**src/rtl/structures_pkg.sv**
```systemverilog
// Shared core types: memory bus request/response bundles and bus owner codes.
// Imported by the memory bus arbiter and both L1 caches.
package structures;

    typedef enum logic [2:0] {
        NO_LOAD,
        LOAD_BYTE,
        LOAD_HALF,
        LOAD_WORD,
        LOAD_BYTE_U,
        LOAD_HALF_U
    } load_type_t;

    typedef enum logic [1:0] {
        NO_STORE,
        STORE_BYTE,
        STORE_HALF,
        STORE_WORD
    } store_type_t;

    typedef struct packed {
        logic [31:0] address;
        logic [31:0] data;
        load_type_t  mem_load_type;
        store_type_t mem_store_type;
    } mem_bus_req_t;

    typedef struct packed {
        logic        mem_ready;
        logic [31:0] mem_data;
    } mem_bus_resp_t;

    typedef enum logic [1:0] {
        OWN_NONE = 2'b00,
        OWN_INST = 2'b01,
        OWN_DATA = 2'b10
    } bus_owner_t;

    function automatic logic req_active(input mem_bus_req_t r);
        return (r.mem_load_type != NO_LOAD) || (r.mem_store_type != NO_STORE);
    endfunction

endpackage

```
**src/rtl/mem_bus_arbiter.sv**
```systemverilog
// Shares the core memory bus between the instruction L1 and the data L1.
// Ports: clock/reset (async, active-high); inst_req/inst_resp and
// data_req/data_resp toward the caches; mem_req/mem_resp toward memory;
// owner (00 none, 01 inst, 10 data), sticky bus_error, contention_cycles.
module mem_bus_arbiter
    import structures::*;
#(
    parameter bit          DATA_FIRST     = 1'b1,
    parameter int unsigned TIMEOUT_CYCLES = 0
) (
    input  logic          clock,
    input  logic          reset,
    input  mem_bus_req_t  inst_req,
    output mem_bus_resp_t inst_resp,
    input  mem_bus_req_t  data_req,
    output mem_bus_resp_t data_resp,
    output mem_bus_req_t  mem_req,
    input  mem_bus_resp_t mem_resp,
    output logic [1:0]    owner,
    output logic          bus_error,
    output logic [31:0]   contention_cycles
);

    bus_owner_t  state_q, state_d;
    // 1 = data owned the bus last, 0 = inst
    logic        last_q, last_d;
    logic [31:0] wd_q, wd_d;
    logic        err_q, err_d;
    logic [31:0] cont_q, cont_d;

    logic       inst_act;
    logic       data_act;
    logic       own_is_data;
    logic       own_act;
    logic       oth_act;
    logic       wd_hit;
    logic       waiting;
    bus_owner_t other_grant;

    assign inst_act    = req_active(inst_req);
    assign data_act    = req_active(data_req);
    assign own_is_data = (state_q == OWN_DATA);
    assign own_act     = own_is_data ? data_act : inst_act;
    assign oth_act     = own_is_data ? inst_act : data_act;
    assign other_grant = own_is_data ? OWN_INST : OWN_DATA;
    assign wd_hit      = (TIMEOUT_CYCLES != 0) &&
                         (wd_q == 32'(TIMEOUT_CYCLES - 1));

    // In IDLE the loser of a tie is the one waiting.
    assign waiting = (state_q == OWN_NONE) ? (inst_act && data_act) : oth_act;

    always_ff @(posedge clock or posedge reset) begin
        if (reset) begin
            state_q <= OWN_NONE;
            last_q  <= ~DATA_FIRST;
            wd_q    <= '0;
            err_q   <= 1'b0;
            cont_q  <= '0;
        end else begin
            state_q <= state_d;
            last_q  <= last_d;
            wd_q    <= wd_d;
            err_q   <= err_d;
            cont_q  <= cont_d;
        end
    end

    always_comb begin
        state_d = state_q;
        last_d  = last_q;
        wd_d    = wd_q;
        err_d   = err_q;
        cont_d  = cont_q;

        if (waiting && (cont_q != '1)) begin
            cont_d = cont_q + 32'd1;
        end

        unique case (state_q)
            OWN_NONE: begin
                wd_d = '0;
                if (inst_act && data_act) begin
                    state_d = last_q ? OWN_INST : OWN_DATA;
                end else if (inst_act) begin
                    state_d = OWN_INST;
                end else if (data_act) begin
                    state_d = OWN_DATA;
                end
            end
            OWN_INST, OWN_DATA: begin
                if (mem_resp.mem_ready) begin
                    last_d = own_is_data;
                    wd_d   = '0;
                    if (oth_act) begin
                        state_d = other_grant;
                    end else if (!own_act) begin
                        state_d = OWN_NONE;
                    end
                end else if (!own_act) begin
                    state_d = OWN_NONE;
                    last_d  = own_is_data;
                    wd_d    = '0;
                end else if (wd_hit) begin
                    // Abort: recording the stuck side as last owner
                    // hands the next tie to the other side.
                    state_d = OWN_NONE;
                    last_d  = own_is_data;
                    err_d   = 1'b1;
                    wd_d    = '0;
                end else if (TIMEOUT_CYCLES != 0) begin
                    wd_d = wd_q + 32'd1;
                end
            end
            default: state_d = OWN_NONE;
        endcase
    end

    always_comb begin
        mem_req   = '0;
        inst_resp = '0;
        data_resp = '0;
        unique case (state_q)
            OWN_INST: begin
                mem_req   = inst_req;
                inst_resp = mem_resp;
            end
            OWN_DATA: begin
                mem_req   = data_req;
                data_resp = mem_resp;
            end
            default: begin
                mem_req = '0;
            end
        endcase
    end

    assign owner             = state_q;
    assign bus_error         = err_q;
    assign contention_cycles = cont_q;

endmodule
```
**config.mk**
```make
export PLATFORM = sky130hd
export DESIGN_NAME = mem_bus_arbiter
export DESIGN_NICKNAME = d
export VERILOG_FILES = /design/src/rtl/structures_pkg.sv /design/src/rtl/mem_bus_arbiter.sv
export SDC_FILE = /design/constraint.sdc
export NUM_CORES = 1
export LEC_CHECK = 0
export CELL_PAD_IN_SITES_DETAIL_PLACEMENT = 1
export CELL_PAD_IN_SITES_GLOBAL_PLACEMENT = 2
export CORE_MARGIN = 10
export CORE_UTILIZATION = 13
export CTS_CLUSTER_DIAMETER = 50
export DETAILED_ROUTE_END_ITERATION = 7
export HOLD_SLACK_MARGIN = 0.08
export PLACE_DENSITY_LB_ADDON = 0.1
export RECOVER_POWER = 50
export SYNTH_ARGS = -nofsm -noshare
export SYNTH_HDL_FRONTEND = slang
export SYNTH_SLANG_ARGS = --single-unit
```
**constraint.sdc**
```tcl
create_clock -name clock -period 2.29 [get_ports clock]
set_input_delay 0.458 -clock clock [delete_from_list [all_inputs] [get_ports clock]]
set_output_delay 0.458 -clock clock [all_outputs]
set_load 0.1 [all_outputs]
```
# Word level (Yosys, flattened, before mapping)
# Cells that the tools add are included.
dict set report classes {
  addsub 1
  n_eq_ne 5
  mux 17
  n_reduce_logical 11
}
# operator count
set ops {}
lappend ops {{$pmux W69 S2} 1}
lappend ops {{$mux W33} 2}
lappend ops {{$add A32 B1 Y32 const B} 1}
lappend ops {{$ne A32 B32 Y1 const B} 1}
lappend ops {{$mux W2} 8}
lappend ops {{$reduce_bool A3 Y1} 2}
lappend ops {{$mux W1} 5}
lappend ops {{$ne A4 B3 Y1 const B} 1}
lappend ops {{$pmux W2 S2} 1}
lappend ops {{$reduce_bool A2 Y1} 2}
lappend ops {{$eq A2 B1 Y1 const B} 1}
lappend ops {{$eq A2 B2 Y1 const B} 1}
lappend ops {{$logic_and A1 B1 Y1} 2}
lappend ops {{$logic_not A2 Y1} 1}
lappend ops {{$logic_or A1 B1 Y1} 2}
lappend ops {{$ne A2 B2 Y1 const B} 1}
lappend ops {{$reduce_and A2 Y1} 1}
lappend ops {{$reduce_or A2 Y1} 1}
dict set report word_totals {
  register_bits 35
  inputBits 173
  output_inout_bits 170
  elab_cells 37
}

# Longest topological paths before layout
dict set report logic_depth {
  word_depth 7
  mapped_depth 9
  depth_no_buf 8
}

# Worst setup path before layout
# OpenSTA, ideal clock, no wires.
dict set report synth_path {
  kind {register to output}
  startpoint {register state_q[1] (netlist: owner[1])}
  endpoint {output port mem_req[14] (netlist bit)}
  arrival_time_ps 3404
  t_required_ps 1832
  setup_slack_ps -1572
  path_stages_with_launch 7
  path_buffers 3
  cell_sequence {dfrtp_1 -> ha_1 -> clkbuf_8 -> clkbuf_1 -> buf_1 -> a22oi_1 -> nor2_1}
}
# item line
set synth_lines {}
lappend synth_lines {{start: declaration} mem_bus_arbiter.sv:24} ;# bus_owner_t state_q, state_d;
lappend synth_lines {{start signal: assignment} mem_bus_arbiter.sv:60} ;# state_q <= state_d;
lappend synth_lines {{end: declaration} mem_bus_arbiter.sv:17} ;# output mem_bus_req_t mem_req,

==> flow_summary.yaml <==
layout:
  drive_gt1_frac: 0.596
  fin_nets: 971
  final_design_area_no_fill_um2: 10300
  num_antenna_cells: 0
  most_common_cell_after_layout_fill_and_taps_aside: "clkdlybuf4s50_1"
  final_core_util: 0.423
  num-fill-cells: 2578
  final-seq-area_um2: 903
  layout.cells.most_common_list: "clkdlybuf4s50_1 (171), buf_12 (145), nor2_4 (69)"
  multi_input_logic_area_um2: 3110
  area.growth.synth_to_final_pct: 222
worst_setup_path:
  reg2regPathDepth: 6
  arrival_ns: 1.84
  data_required_time_of_the_critical_path_ns: 1.83
  r2r_setup_slack_ns: 0.08
  worstReg2RegStart: "owner[1]"
  worstSetupEndpointType: "output port"
  kind_of_launch_point_of_the_worst_setup_path: "flip-flop"
  critPathCapture: "mem_req[17]"
  critical_path_class: "reg -> out"
  r2r-end: "contention_cycles[1]"
  timing.critical_path.from: "owner[0]"
  critPathMaxFanout: 8
die:
  die-height_um: 177
  initial_core_util: 0.132
  die_width_um: 177
  placement_rows: 57
  ios: 343
  die-area_um2: 31200
  core-area_um2: 24200
yosys:
  synth_top_family_by_area: "simple AND/OR/NAND/NOR gates"
  synth_compound_gate_area_share: 0.209
  synthTopCellsByArea: "dfrtp_1 (27%), a22oi_1 (16%), and2_1 (13%)"
  post_synth_num_cell_types: 42
  yosys_register_bits: 35
  synthXorXnorAreaFrac: 0.0851
  area_leader_netlist: "dfrtp_1"
  ys_async_sr_fraction: 1.00
  gate_count_post_synth: 415
  syn_nets: 593
  synth-adder-area-share: 0.0196
  mux_cell_area_share_after_synthesis: 0.00667
  synth_top_area_frac: 0.275
  synth_seq_area_share: 0.275
  synth_flop_cell: "dfrtp_1"
  synth_edf_count: 0
  synth_area_um2: 3190
  yosysWarningCount: 0
  synthesis.area_per_instance_um2: 7.69
  synth_simple_gate_area_frac: 0.349
timing:
  setup_slack_ns: -0.00830
  tightest_slew_ns: 0.911
  minimum_period_implied_by_the_final_worst_setup_slack_ns: 2.30
  finalSetupTns_ns: -0.0222
  report.final.hold_viol_count: 0
  top_achievable_clock_speed_mhz: 435
  worst_slew_margin_rel: 0.392
  final.setup_skew_ns: 0.00589
  final_max_slew_viol_count: 0
  finalSetupViolCount: 4
  hold_slack_final_ns: 0.485
  timing.final.crit_share: 1.00
  unrepaired_setup_endpoints_after_global_routing: "true"
clock_network:
  tritoncts: "yes"
  postCtsHoldBufs: 0
  worst_setup_hold_path_clk_slew_ns: 0.05
  clk_root_buffer_cell: "clkbuf_16"
  cts-buffers-inserted: 5
  htree_levels: 2
  clock-sinks: 35
  ctsLongestPathBuffers: 2
  clk-insertion-delay-late_ns: 0.28
grt:
  grtUsageTotal: 0.161
  wire_length_of_the_first_global_routing_pass_mm: 37.8
  grt_start_max_net_pins: 36
  globalRouteOverflowTotal: 0
  first_global_vias: 4929
  antenna_found_initial: 2
place:
  dpl.hpwl_mm: 21.7
  dpl_worst_slack_ns: -0.143
  io_buffer_count: 341
  postPlaceCellArea_um2: 9200
  globalplace.congestion: 0.772
routing:
  drtPass1Iterations: 4
  total_number_of_vias: 4753
  drt_iter0_markers: 149
  antenna_left: 0
  wl_per_cell_um: 25.4
  routed_wl_mm: 28.4
  via_cell_ratio: 4.25
  remaining_routing_drc_violations: 0
power_and_ir_drop:
  power.leakage_nw: 3.95
  worst_ir_drop_vdd_mv: 0.774
  power_density_nw_per_um2: 1720
job:
  cap_violations: 0
hold_path:
  hold_path.class: "reg -> reg"
outcome:
  result_of_the_run: "complete, but fails checks"
  failed_checks: "negative setup slack"
[logic make-up after synthesis]
family                   after synthesis
other                                  1
AND/OR/NAND/NOR                      213
buffers and inverters                 40
flip-flops                            35
multiplexers                           2
XOR/XNOR                              31
AO/OA/AOI/OAI                         88
adder cells (fa/ha/maj)                5
[power breakdown]
| group | total [W] | internal, W | switching (W) |
|---|---|---|---|
| combinational | 0.0161 | 0.00598 | 0.0101 |
| sequential | 0.000856 | 0.000728 | 0.000129 |
| clock | 0.000641 | 0.000401 | 0.000240 |
[stage by stage]
step | total power, W | cells
floorplan | 0.0103 | 415
global placement | 0.0147 | 1072
detailed placement | 0.0149 | 1072
CTS | 0.0165 | 1097
global route | 0.0182 | 1118
finish | 0.0176 | 1118
[what timing repair did]
item,CTS,global route
gates resized for setup,46,29
setup endpoints to repair,134,70
setup buffers,12,3
pin swaps,24,82
gates cloned,6,18
endpoints found under the hold margin,0,0
[layer usage]
layer	global-route usage	up-vias	part of all wire
li1	-	2209	-
met1	0.174	2345	0.38
met2	0.302	172	0.53
met3	0.0518	23	0.074
met4	0.0252	4	0.014
met5	0	-	0.00084
[how the worst min path moves through the flow]
stage / startpoint / to / slack, ns / cells after the start
final: contention_cycles[27] / contention_cycles[27] / 0.49 / 1
after CTS: contention_cycles[27] / contention_cycles[27] / 0.49 / 1
after global routing: contention_cycles[27] / contention_cycles[27] / 0.51 / 1
after detailed placement: contention_cycles[27] / contention_cycles[27] / 0.48 / 1
after floorplan: last_q / last_q / 0.52 / 2
after global placement: contention_cycles[27] / contention_cycles[27] / 0.47 / 1
[synthesized netlist by cell type, drive strengths merged (2+ instances only)]
cell type / instances
nand4: 12
nand2: 14
nor3: 7
xor2: 11
a21oi: 6
inv: 7
a22oi: 69
dfrtp: 35
xnor2: 20
buf: 7
nor2: 84
and2: 69
o21ai: 5
clkbuf: 25
nand4b: 2
and4: 3
nand3: 8
and3: 12
ha: 5
[worst max-delay path: stages, from the launching register on]
cell and delay (ns):
dfrtp_4 0.49, buf_6 0.13, ha_4 0.17, buf_8 0.15
buf_16 0.14, a22oi_2 0.24, nor2_4 0.06, buf_12 0.17
[state kept, by name, indices dropped and copies added, names as in the netlist]
signal,cells
owner,2
contention_cycles,32
last_q,1
[area by class of cell]
cell class | count | share of cell area
repair buffers | 403 | 0.552
multi-input cells | 340 | 0.303
flip-flops and latches | 35 | 0.0881
well taps | 324 | 0.0395
clock buffers | 7 | 0.0129
inverters | 8 | 0.00415
clock inverters | 1 | 0.000488
Note: power is estimated with default switching activity, not from simulation.
